<file path="src/rtl/alu_decode_stage.sv">
// RV32I decode/issue stage in front of the ALU. It decodes one instruction into
// an ALU mode plus two operands and holds the result in a one-entry register.
// The stage uses valid/ready handshakes on both sides and sustains one
// instruction per cycle. Undecodable words are passed on as ALU_NULL with the
// illegal flag set, so that the exception is raised downstream.
package Types;
    typedef enum logic [3:0] {
        ALU_NULL          = 4'd0,
        ALU_ADD           = 4'd1,
        ALU_SUB           = 4'd2,
        ALU_SHIFT_LEFT    = 4'd3,
        ALU_SHIFT_RIGHT   = 4'd4,
        ALU_SET_LESS_THAN = 4'd5,
        ALU_XOR           = 4'd6,
        ALU_OR            = 4'd7,
        ALU_AND           = 4'd8,
        ALU_EQ            = 4'd9
    } alu_op_t;

    typedef enum logic {
        UNSIGNED = 1'b0,
        SIGNED   = 1'b1
    } alu_sign_t;

    typedef struct packed {
        alu_op_t   op;
        alu_sign_t sign;
    } alu_mode_t;
endpackage

module alu_decode_stage
    import Types::*;
#(
    parameter int XLEN      = 32,
    parameter bit EN_BRANCH = 1'b1
) (
    input  logic              clk,
    input  logic              reset,
    input  logic              flush,
    alu_decode_stage_if.slave bus
);

    if (XLEN != 32) begin : g_xlen_check
        $fatal(1, "alu_decode_stage: only XLEN=32 is supported");
    end

    localparam logic [6:0] OPC_OP     = 7'b0110011;
    localparam logic [6:0] OPC_OP_IMM = 7'b0010011;
    localparam logic [6:0] OPC_LUI    = 7'b0110111;
    localparam logic [6:0] OPC_AUIPC  = 7'b0010111;
    localparam logic [6:0] OPC_JAL    = 7'b1101111;
    localparam logic [6:0] OPC_JALR   = 7'b1100111;
    localparam logic [6:0] OPC_LOAD   = 7'b0000011;
    localparam logic [6:0] OPC_STORE  = 7'b0100011;
    localparam logic [6:0] OPC_BRANCH = 7'b1100011;
    localparam logic [6:0] F7_BASE    = 7'b0000000;
    localparam logic [6:0] F7_ALT     = 7'b0100000;

    // funct3 map that OP and OP-IMM share. Left shift and logical right shift
    // are always unsigned, because the ALU faults on a signed left shift.
    function automatic alu_mode_t base_mode(input logic [2:0] funct3);
        alu_mode_t m;
        case (funct3)
            3'b000:  m = '{op: ALU_ADD,           sign: UNSIGNED};
            3'b001:  m = '{op: ALU_SHIFT_LEFT,    sign: UNSIGNED};
            3'b010:  m = '{op: ALU_SET_LESS_THAN, sign: SIGNED};
            3'b011:  m = '{op: ALU_SET_LESS_THAN, sign: UNSIGNED};
            3'b100:  m = '{op: ALU_XOR,           sign: UNSIGNED};
            3'b101:  m = '{op: ALU_SHIFT_RIGHT,   sign: UNSIGNED};
            3'b110:  m = '{op: ALU_OR,            sign: UNSIGNED};
            3'b111:  m = '{op: ALU_AND,           sign: UNSIGNED};
            default: m = '{op: ALU_NULL,          sign: UNSIGNED};
        endcase
        return m;
    endfunction

    logic [31:0] instr_s;
    logic [6:0]  opcode_s;
    logic [2:0]  funct3_s;
    logic [6:0]  funct7_s;
    logic [4:0]  rd_field_s;
    logic [31:0] imm_i_s;
    logic [31:0] imm_s_s;
    logic [31:0] imm_u_s;
    logic [31:0] shamt_s;

    assign instr_s    = bus.in_instr;
    assign opcode_s   = instr_s[6:0];
    assign funct3_s   = instr_s[14:12];
    assign funct7_s   = instr_s[31:25];
    assign rd_field_s = instr_s[11:7];
    assign imm_i_s    = {{20{instr_s[31]}}, instr_s[31:20]};
    assign imm_s_s    = {{20{instr_s[31]}}, instr_s[31:25], instr_s[11:7]};
    assign imm_u_s    = {instr_s[31:12], 12'h000};
    assign shamt_s    = {27'd0, instr_s[24:20]};

    alu_mode_t   raw_mode_s;
    logic [31:0] raw_a_s;
    logic [31:0] raw_b_s;
    logic [4:0]  raw_rd_s;
    logic        raw_inv_s;
    logic        raw_ill_s;

    // Decode by opcode class. Fields are provisional until the illegal squash.
    always_comb begin
        raw_mode_s = '{op: ALU_NULL, sign: UNSIGNED};
        raw_a_s    = 32'd0;
        raw_b_s    = 32'd0;
        raw_rd_s   = 5'd0;
        raw_inv_s  = 1'b0;
        raw_ill_s  = 1'b0;
        case (opcode_s)
            OPC_OP: begin
                raw_a_s  = bus.in_rs1;
                raw_b_s  = bus.in_rs2;
                raw_rd_s = rd_field_s;
                if (funct7_s == F7_BASE) begin
                    raw_mode_s = base_mode(funct3_s);
                end else if ((funct7_s == F7_ALT) && (funct3_s == 3'b000)) begin
                    raw_mode_s = '{op: ALU_SUB, sign: UNSIGNED};
                end else if ((funct7_s == F7_ALT) && (funct3_s == 3'b101)) begin
                    raw_mode_s = '{op: ALU_SHIFT_RIGHT, sign: SIGNED};
                end else begin
                    raw_ill_s = 1'b1;
                end
            end
            OPC_OP_IMM: begin
                raw_a_s  = bus.in_rs1;
                raw_rd_s = rd_field_s;
                case (funct3_s)
                    3'b001: begin
                        raw_b_s = shamt_s;
                        if (funct7_s == F7_BASE) begin
                            raw_mode_s = '{op: ALU_SHIFT_LEFT, sign: UNSIGNED};
                        end else begin
                            raw_ill_s = 1'b1;
                        end
                    end
                    3'b101: begin
                        raw_b_s = shamt_s;
                        if (funct7_s == F7_BASE) begin
                            raw_mode_s = '{op: ALU_SHIFT_RIGHT, sign: UNSIGNED};
                        end else if (funct7_s == F7_ALT) begin
                            raw_mode_s = '{op: ALU_SHIFT_RIGHT, sign: SIGNED};
                        end else begin
                            raw_ill_s = 1'b1;
                        end
                    end
                    default: begin
                        raw_b_s    = imm_i_s;
                        raw_mode_s = base_mode(funct3_s);
                    end
                endcase
            end
            OPC_LUI: begin
                raw_b_s    = imm_u_s;
                raw_rd_s   = rd_field_s;
                raw_mode_s = '{op: ALU_ADD, sign: UNSIGNED};
            end
            OPC_AUIPC: begin
                raw_a_s    = bus.in_pc;
                raw_b_s    = imm_u_s;
                raw_rd_s   = rd_field_s;
                raw_mode_s = '{op: ALU_ADD, sign: UNSIGNED};
            end
            OPC_JAL, OPC_JALR: begin
                raw_a_s    = bus.in_pc;
                raw_b_s    = 32'd4;
                raw_rd_s   = rd_field_s;
                raw_mode_s = '{op: ALU_ADD, sign: UNSIGNED};
            end
            OPC_LOAD: begin
                raw_a_s    = bus.in_rs1;
                raw_b_s    = imm_i_s;
                raw_rd_s   = rd_field_s;
                raw_mode_s = '{op: ALU_ADD, sign: UNSIGNED};
            end
            OPC_STORE: begin
                raw_a_s    = bus.in_rs1;
                raw_b_s    = imm_s_s;
                raw_mode_s = '{op: ALU_ADD, sign: UNSIGNED};
            end
            OPC_BRANCH: begin
                raw_a_s = bus.in_rs1;
                raw_b_s = bus.in_rs2;
                if (EN_BRANCH) begin
                    case (funct3_s)
                        3'b000: raw_mode_s = '{op: ALU_EQ, sign: UNSIGNED};
                        3'b001: begin
                            raw_mode_s = '{op: ALU_EQ, sign: UNSIGNED};
                            raw_inv_s  = 1'b1;
                        end
                        3'b100: raw_mode_s = '{op: ALU_SET_LESS_THAN, sign: SIGNED};
                        3'b101: begin
                            raw_mode_s = '{op: ALU_SET_LESS_THAN, sign: SIGNED};
                            raw_inv_s  = 1'b1;
                        end
                        3'b110: raw_mode_s = '{op: ALU_SET_LESS_THAN, sign: UNSIGNED};
                        3'b111: begin
                            raw_mode_s = '{op: ALU_SET_LESS_THAN, sign: UNSIGNED};
                            raw_inv_s  = 1'b1;
                        end
                        default: raw_ill_s = 1'b1;
                    endcase
                end else begin
                    raw_ill_s = 1'b1;
                end
            end
            default: raw_ill_s = 1'b1;
        endcase
    end

    alu_mode_t   dec_mode_s;
    logic [31:0] dec_a_s;
    logic [31:0] dec_b_s;
    logic [4:0]  dec_rd_s;
    logic        dec_inv_s;
    logic        dec_ill_s;

    // Illegal words reach the ALU as a harmless NULL op with zero operands.
    always_comb begin
        dec_mode_s = '{op: ALU_NULL, sign: UNSIGNED};
        dec_a_s    = 32'd0;
        dec_b_s    = 32'd0;
        dec_rd_s   = 5'd0;
        dec_inv_s  = 1'b0;
        dec_ill_s  = 1'b0;
        if (raw_ill_s) begin
            dec_ill_s = 1'b1;
        end else begin
            dec_mode_s = raw_mode_s;
            dec_a_s    = raw_a_s;
            dec_b_s    = raw_b_s;
            dec_rd_s   = raw_rd_s;
            dec_inv_s  = raw_inv_s;
        end
    end

    logic        valid_r;
    alu_mode_t   mode_r;
    logic [31:0] a_r;
    logic [31:0] b_r;
    logic [4:0]  rd_r;
    logic        inv_r;
    logic        ill_r;
    logic        in_ready_s;
    logic        load_s;

    assign in_ready_s = ~valid_r | bus.out_ready;
    assign load_s     = bus.in_valid & in_ready_s;

    // One-entry pipeline register. Reset beats flush, and flush beats a load
    // in the same cycle. The entry stays frozen while it is stalled.
    always_ff @(posedge clk) begin
        if (reset) begin
            valid_r <= 1'b0;
            mode_r  <= '{op: ALU_NULL, sign: UNSIGNED};
            a_r     <= 32'd0;
            b_r     <= 32'd0;
            rd_r    <= 5'd0;
            inv_r   <= 1'b0;
            ill_r   <= 1'b0;
        end else if (flush) begin
            valid_r <= 1'b0;
        end else if (load_s) begin
            valid_r <= 1'b1;
            mode_r  <= dec_mode_s;
            a_r     <= dec_a_s;
            b_r     <= dec_b_s;
            rd_r    <= dec_rd_s;
            inv_r   <= dec_inv_s;
            ill_r   <= dec_ill_s;
        end else if (bus.out_ready) begin
            valid_r <= 1'b0;
        end else begin
            valid_r <= valid_r;
        end
    end

    assign bus.in_ready      = in_ready_s;
    assign bus.out_valid     = valid_r;
    assign bus.out_mode      = mode_r;
    assign bus.out_a         = a_r;
    assign bus.out_b         = b_r;
    assign bus.out_rd        = rd_r;
    assign bus.out_br_invert = inv_r;
    assign bus.out_illegal   = ill_r;

endmodule

</file>
<file path="src/rtl/alu_decode_stage_if.sv">
// Handshake bundle for alu_decode_stage: the upstream side offers an instruction
// with its PC and register operands, and the downstream side takes the decoded
// ALU bundle. out_mode carries the packed {operation, signedness} ALU mode.
interface alu_decode_stage_if;
    logic        in_valid;
    logic        in_ready;
    logic [31:0] in_instr;
    logic [31:0] in_pc;
    logic [31:0] in_rs1;
    logic [31:0] in_rs2;
    logic        out_valid;
    logic        out_ready;
    logic [4:0]  out_mode;
    logic [31:0] out_a;
    logic [31:0] out_b;
    logic [4:0]  out_rd;
    logic        out_br_invert;
    logic        out_illegal;

    modport master (
        output in_valid, in_instr, in_pc, in_rs1, in_rs2, out_ready,
        input  in_ready, out_valid, out_mode, out_a, out_b, out_rd, out_br_invert, out_illegal
    );

    modport slave (
        input  in_valid, in_instr, in_pc, in_rs1, in_rs2, out_ready,
        output in_ready, out_valid, out_mode, out_a, out_b, out_rd, out_br_invert, out_illegal
    );
endinterface

</file>
<file path="src/flat_wrapper.sv">
// flat-port wrapper written by rule: the top's interface ports become plain ports
module alu_decode_stage_flat import Types::*;
#(
    parameter int XLEN      = 32,
    parameter bit EN_BRANCH = 1'b1
)
  (clk, reset, flush, bus_in_valid, bus_in_instr, bus_in_pc, bus_in_rs1, bus_in_rs2, bus_out_ready, bus_in_ready, bus_out_valid, bus_out_mode, bus_out_a, bus_out_b, bus_out_rd, bus_out_br_invert, bus_out_illegal);
  alu_decode_stage_if bus_i ();
  input  logic clk;
  input  logic reset;
  input  logic flush;
  input wire logic [$bits(bus_i.in_valid)-1:0] bus_in_valid;
  input wire logic [$bits(bus_i.in_instr)-1:0] bus_in_instr;
  input wire logic [$bits(bus_i.in_pc)-1:0] bus_in_pc;
  input wire logic [$bits(bus_i.in_rs1)-1:0] bus_in_rs1;
  input wire logic [$bits(bus_i.in_rs2)-1:0] bus_in_rs2;
  input wire logic [$bits(bus_i.out_ready)-1:0] bus_out_ready;
  output wire logic [$bits(bus_i.in_ready)-1:0] bus_in_ready;
  output wire logic [$bits(bus_i.out_valid)-1:0] bus_out_valid;
  output wire logic [$bits(bus_i.out_mode)-1:0] bus_out_mode;
  output wire logic [$bits(bus_i.out_a)-1:0] bus_out_a;
  output wire logic [$bits(bus_i.out_b)-1:0] bus_out_b;
  output wire logic [$bits(bus_i.out_rd)-1:0] bus_out_rd;
  output wire logic [$bits(bus_i.out_br_invert)-1:0] bus_out_br_invert;
  output wire logic [$bits(bus_i.out_illegal)-1:0] bus_out_illegal;
  assign bus_i.in_valid = bus_in_valid;
  assign bus_i.in_instr = bus_in_instr;
  assign bus_i.in_pc = bus_in_pc;
  assign bus_i.in_rs1 = bus_in_rs1;
  assign bus_i.in_rs2 = bus_in_rs2;
  assign bus_i.out_ready = bus_out_ready;
  assign bus_in_ready = bus_i.in_ready;
  assign bus_out_valid = bus_i.out_valid;
  assign bus_out_mode = bus_i.out_mode;
  assign bus_out_a = bus_i.out_a;
  assign bus_out_b = bus_i.out_b;
  assign bus_out_rd = bus_i.out_rd;
  assign bus_out_br_invert = bus_i.out_br_invert;
  assign bus_out_illegal = bus_i.out_illegal;
  alu_decode_stage #(.XLEN(XLEN), .EN_BRANCH(EN_BRANCH)) u_core (.clk(clk), .reset(reset), .flush(flush), .bus(bus_i));
endmodule
</file>
<file path="config.mk">
export PLATFORM = sky130hd
export DESIGN_NAME = alu_decode_stage_flat
export DESIGN_NICKNAME = d
export VERILOG_FILES = /design/src/rtl/alu_decode_stage.sv /design/src/rtl/alu_decode_stage_if.sv /design/src/flat_wrapper.sv
export SDC_FILE = /design/constraint.sdc
export NUM_CORES = 1
export LEC_CHECK = 0
export CAP_MARGIN = 20
export CORE_AREA = 5 5 108 110
export CTS_BUF_LIST = sky130_fd_sc_hd__clkbuf_4 sky130_fd_sc_hd__clkbuf_8
export DETAILED_ROUTE_END_ITERATION = 10
export DIE_AREA = 0 0 113 115
export GPL_ROUTABILITY_DRIVEN = 0
export PLACE_DENSITY = 0.88
export SLEW_MARGIN = 20
export SYNTH_ARGS = -nofsm -noshare
export SYNTH_HDL_FRONTEND = slang
export SYNTH_SLANG_ARGS = --single-unit
export TNS_END_PERCENT = 30
</file>
<file path="constraint.sdc">
create_clock -name clk -period 2.01 [get_ports clk]
set_clock_uncertainty 0.1 [all_clocks]
set_input_delay 0.402 -clock clk [delete_from_list [all_inputs] [get_ports clk]]
set_output_delay 0.402 -clock clk [all_outputs]
set_load 0.01 [all_outputs]
</file>
Yosys cells after proc, flatten, opt, wreduce, memory -nomap -nowiden
Memory sizes are Yosys's and may differ from the RTL's.
Index checks and enable logic that the tools add are counted.
{ "word_totals": {"register_bits": 77, "latch_bits": 0, "ram_bits": 0, "romBits": 80, "inputBits": 133, "word_cells": 81, "mem_count": 2} }
{ "memory_table": {"columns": ["memory", "words", "word_bits", "read_ports", "rd_ports_with_merged_regs", "write_ports", "line_no", "rtl"], "rows": [
  ["(name not given)", 8, 5, 1, 0, 0, "alu_decode_stage.sv:63", "case (funct3)"],
  ["(name not given)", 8, 5, 1, 0, 0, "alu_decode_stage.sv:63", null]
]} }
{ "op_classes": {"n_addsub": 0, "mul": 0, "div": 0, "magnitude_cmp": 0, "n_eq_ne": 15, "shifts": 0, "mux": 32, "bitwise": 4, "reduce_logical": 20} }
{ "ops": {"columns": ["cell", "count"], "rows": [
  ["$pmux 32 s6", 1],
  ["$mux 32", 3],
  ["$pmux 32 s2", 1],
  ["$mux 5", 6],
  ["$eq 7x6->1 const B", 4],
  ["$eq 7x7->1 const B", 3],
  ["$pmux 5 s4", 1],
  ["$reduce_or 2->1", 8],
  ["$pmux 5 s3", 1],
  ["$eq 7x5->1 const B", 2],
  ["$mux 1", 13],
  ["$eq 3x3->1 const B", 4],
  ["$reduce_or 6->1", 2],
  ["$pmux 5 s2", 1],
  ["$mux 4", 2],
  ["$eq 7x2->1 const B", 1],
  ["$logic_not 7->1", 1],
  ["$reduce_or 7->1", 1],
  ["$reduce_or 3->1", 2],
  ["$reduce_or 5->1", 1],
  ["$pmux 1 s4", 1],
  ["$eq 3x1->1 const B", 1],
  ["$logic_not 3->1", 1],
  ["$mux 3", 1],
  ["other kinds (7)", 9]
]} }

Depth between registers and ports, before layout
{ "logic_depth": {"depth_word": 7, "ltp_mapped": 8} }

Least setup slack after synthesis
No wires, ideal clock.
{ "synth_timing": {"path_type": "input to register", "from": "input bus_in_instr[1]", "to": "register u_core.a_r[23], in the netlist u_core.bus.out_a[23]", "setup_time_ps": 67, "arrival_time_ps": 1892, "required_ps": 1843, "slack_ps": -50, "stages": 7, "n_path_buf": 2, "path_cell_list": "nand3_1 -> nor4b_4 -> a211oi_2 -> or4_4 -> buf_6 -> buf_6 -> o21ai_2"} }
{ "synth_via": {"elab_chain_len": 4, "word_cells_on_any_way": 15, "classes_between": "9 x eq/ne; 3 x mux; 3 x reduce/logical"} }
{ "synth_lines": {"columns": ["item", "line_no", "rtl"], "rows": [
  ["start, declared", "flat_wrapper.sv:13", "input wire logic [$bits(bus_i.in_instr)-1:0] bus_in_instr;"],
  ["$eq 7x6->1 (tied with other cells)", "alu_decode_stage.sv:112", "case (opcode_s)"],
  ["$reduce_or 6->1 (no source line) (tied with other cells)", null, null],
  ["$pmux 1 s4 / $pmux 32 s2 (equally long branches)", "alu_decode_stage.sv:112", null],
  ["$mux 32 (*)", "alu_decode_stage.sv:228", "if (raw_ill_s) begin"],
  ["end signal, assigned", "alu_decode_stage.sv:268", "a_r <= dec_a_s;"],
  ["end, declared", "alu_decode_stage.sv:241", "logic [31:0] a_r;"]
]} }
Mark *: on every way between the ends. The rest lies on a longest branch, timed or not.
A chain may end at the register's enable or synchronous reset.

Final worst setup path
{ "layout_timing": {"from": "input bus_in_instr[29]", "to": "register u_core.a_r[18], in the netlist u_core.bus.out_a[18]"} }
{ "layout_via": {"elab_chain_len": 7, "word_cells_on_any_way": 13, "classes_between": "1 x eq/ne; 9 x mux; 3 x reduce/logical"} }
{ "layout_lines": {"columns": ["item", "line_no", "rtl"], "rows": [
  ["$eq 7x6->1", "alu_decode_stage.sv:119, alu_decode_stage.sv:121, alu_decode_stage.sv:143", null],
  ["$logic_and 1x1->1", "alu_decode_stage.sv:121", "end else if ((funct7_s == F7_ALT) && (funct3_s == 3'b101)) begin"],
  ["$mux 1", "alu_decode_stage.sv:121", null],
  ["$mux 1", "alu_decode_stage.sv:119", "end else if ((funct7_s == F7_ALT) && (funct3_s == 3'b000)) begin"],
  ["$mux 1", "alu_decode_stage.sv:117", "if (funct7_s == F7_BASE) begin"],
  ["$pmux 1 s4 (*)", "alu_decode_stage.sv:112", null],
  ["$mux 32 (*)", "alu_decode_stage.sv:228", null]
]} }
Marks and branches as above.

==> results_dict.tcl <==
set metrics [dict create \
    post-route-drc-count 0 \
    mostFrequentLayoutCells "clkdlybuf4s50_1 (194), dfxtp_1 (77), buf_4 (55)" \
    die_area_sq_um 13000 \
    firstDrtPassIters 5 \
    required_ps 2190 \
    die_h_microns 115 \
    syn_area_sq_um 3640 \
    status "finished clean" \
    rr_worst_depth 7 \
    slowest_stage "or4_4" \
    ys_types 49 \
    cts_tree "done" \
    post_drt_wl_per_cell_microns 18.6 \
    slew_headroom 0.485 \
    viasPerCell 5.41 \
    synth_edf_count 0 \
    dpl_worst_slack_ps -636 \
    clockBufferDepth 2 \
    yosys.area.top_type "dfxtp_1" \
    fin_crit_sh 0.995 \
    grt_pass1_wl_microns 22200 \
    rrSetupSlack_ps 60 \
    numPortBuffers 210 \
    dr.first_iter.drc_count 298 \
    h-tree-depth 3 \
    grt_max_degree 35 \
    critPathMaxFanout 5 \
    seq_area_sq_um 1540 \
    setup_viol 0 \
    start_util 0.343 \
    areaGrowthSynthToFinish_pct 84.7 \
    hp-class "reg2reg" \
    syn_area_per_cell_sq_um 9.31 \
    hold_buffers 0 \
    post-route-util 0.634 \
    core_area_sq_um 10600 \
    layout_min_cycle_time_ps 2000 \
    yosys_warnings 0 \
    dpl-instance-area_sq_um 6330 \
    grt_pass1_vias 4380 \
    rows 38 \
    worstMarginPinSlew_ps 766 \
    die_x_microns 113 \
    nNetsFinal 778 \
    r2r-start "u_core.bus.out_valid" \
    peakVddDrop_uv 269 \
    clock_sinks 77 \
    start_kind "input pin" \
    hold_viol 0 \
    io_pins 211 \
    clk_pin_slew_worst_paths_ps 80 \
    drive_gt1_frac 0.205 \
    r2r-end "u_core.bus.out_a[18]" \
    multiInputGateArea_sq_um 2030 \
    maxCapViolCount 0 \
    criticalPathCategory "in2reg" \
    nFillCells 865 \
    synthCells 391 \
    clock_latency_ps 350 \
    antenna_found_initial 2 \
    synth_fp_nets 524 \
    ys_async_sr_fraction 0 \
    critPathLaunch "bus_in_instr[29]" \
    grt_usage 0.212 \
    drv_slew 0 \
    leakage_nw 2.49 \
    synth_flop_cell "dfxtp_1" \
    synth-seq-cells 77 \
    overflow 0 \
    cts-root-buf "clkbuf_8" \
    power.density_nw_per_um2 495 \
    rsz0062_at_grt "yes" \
    detail_route.wirelength_microns 14700 \
    vias 4281 \
    cp.arrival_ps 2180 \
    final_common_cell "clkdlybuf4s50_1" \
    synthTopCellsByArea "dfxtp_1 (42%), a22oi_1 (7.4%), a22o_1 (7.2%)" \
    fin_area_sq_um 6720 \
    cp-end-kind "flop" \
    synth_seq_area_share 0.423 \
    max_freq_mhz 500 \
    path_cells "clkdlybuf4s50_1 > nor2_1 > a311oi_2 > or4_4 > buf_12 > buf_16 > o21ai_1" \
    antenna_left 0 \
    layout_setup_ws_ps 10.5 \
    crit_path_end "u_core.bus.out_a[18]" \
    netlist.area_leader.share 0.423 \
    slowest_delay_ps 520 \
    cts_buffers 9 \
    hpwlAfterDp_microns 11100 \
]
==> routing by layer <==
metal	global-route usage	wire [microns]
met4	0.0809	346
met2	0.383	7780
met1	0.236	5490
met3	0.0589	1120
met5	0	7
==> worst min path at each step <==
stage / cells past startpoint / slack (ps) / start / to
6_report: 2 / 350 / u_core.bus.out_a[1] / u_core.bus.out_a[1]
5_1_grt: 2 / 380 / u_core.bus.out_a[8] / u_core.bus.out_a[8]
4_1_cts: 2 / 360 / u_core.bus.out_a[1] / u_core.bus.out_a[1]
3_5_place_dp: 2 / 340 / u_core.bus.out_a[12] / u_core.bus.out_a[12]
3_3_place_gp: 2 / 340 / u_core.bus.out_a[21] / u_core.bus.out_a[21]
2_1_floorplan: 2 / 380 / u_core.bus.out_br_invert / u_core.bus.out_br_invert
==> critical path: cells and delay by family <==
kind | cells | cell delay, ps
AOI/OAI and AO/OA | 2 | 280
buffers and inverters | 3 | 750
and+or+nand+nor | 2 | 760
==> through the flow <==
stage | setup TNS (ps) | hold slack [ps] | instances | power, mW
global placement | -35740 | 336 | 763 | 2.14
floorplan | -98.9 | 376 | 391 | 1.73
detailed placement | -40110 | 341 | 763 | 2.15
finish | 0 | 350 | 791 | 3.33
global route | -1.26 | 382 | 791 | 3.43
CTS | -40.5 | 363 | 790 | 3.33
==> synthesized netlist by cell type, types with 2 or more instances <==
cell type and n:
nor4_4 2, a21o_1 5, a22o_1 30, a21oi_1 6, o21ai_0 31, nand2_1 46
nor2_1 15, a221o_1 20, o31ai_2 3, inv_1 2, mux2i_1 5, nand3_1 5
and2_1 2, dfxtp_1 77, buf_6 2, nand4_1 3, buf_2 4, a22oi_1 36
nand2b_1 4, a32o_1 12, a31oi_1 2, clkbuf_1 29, o21ai_2 10, buf_4 2
nand3b_1 2, o31ai_1 4, nor2b_1 5, nor3_1 6
==> layout make-up <==
class / instances / area share
multi-input combinational: 274 / 0.301
inverter: 3 / 0.00167
antenna: 1 / 0.000372
clock buffer: 12 / 0.0218
timing repair buffer: 280 / 0.412
sequential: 77 / 0.229
clock inverter: 4 / 0.00726
tap: 140 / 0.0261
==> power breakdown <==
part	internal (mW)	switching, mW
logic	0.368	0.233
clock network	0.615	0.580
registers	1.53	0.00235
total	2.51	0.815
==> logic make-up after synthesis <==
| kind of cell | synth area share |
|---|---|
| muxes | 0.0137 |
| xor gates and xnor gates | 0.00241 |
| and+or+nand+nor | 0.143 |
| DFF | 0.423 |
| buffers and inverters | 0.0488 |
| AOI/OAI and AO/OA | 0.368 |
==> repair_timing <==
item                       CTS  global route
gates resized for setup     55            13
cloned                       3             0
setup endpoints to repair   75            42
pin swaps                   11             4
buffers inserted             8             1
==> sequential cells by signal (all words and copies together), names as in the netlist <==
register	count
u_core.bus.out_a	32
u_core.bus.out_b	32
u_core.bus.out_br_invert	1
u_core.bus.out_illegal	1
u_core.bus.out_mode	5
u_core.bus.out_rd	5
u_core.bus.out_valid	1
No activity file was read; power rests on OpenSTA's default activity.
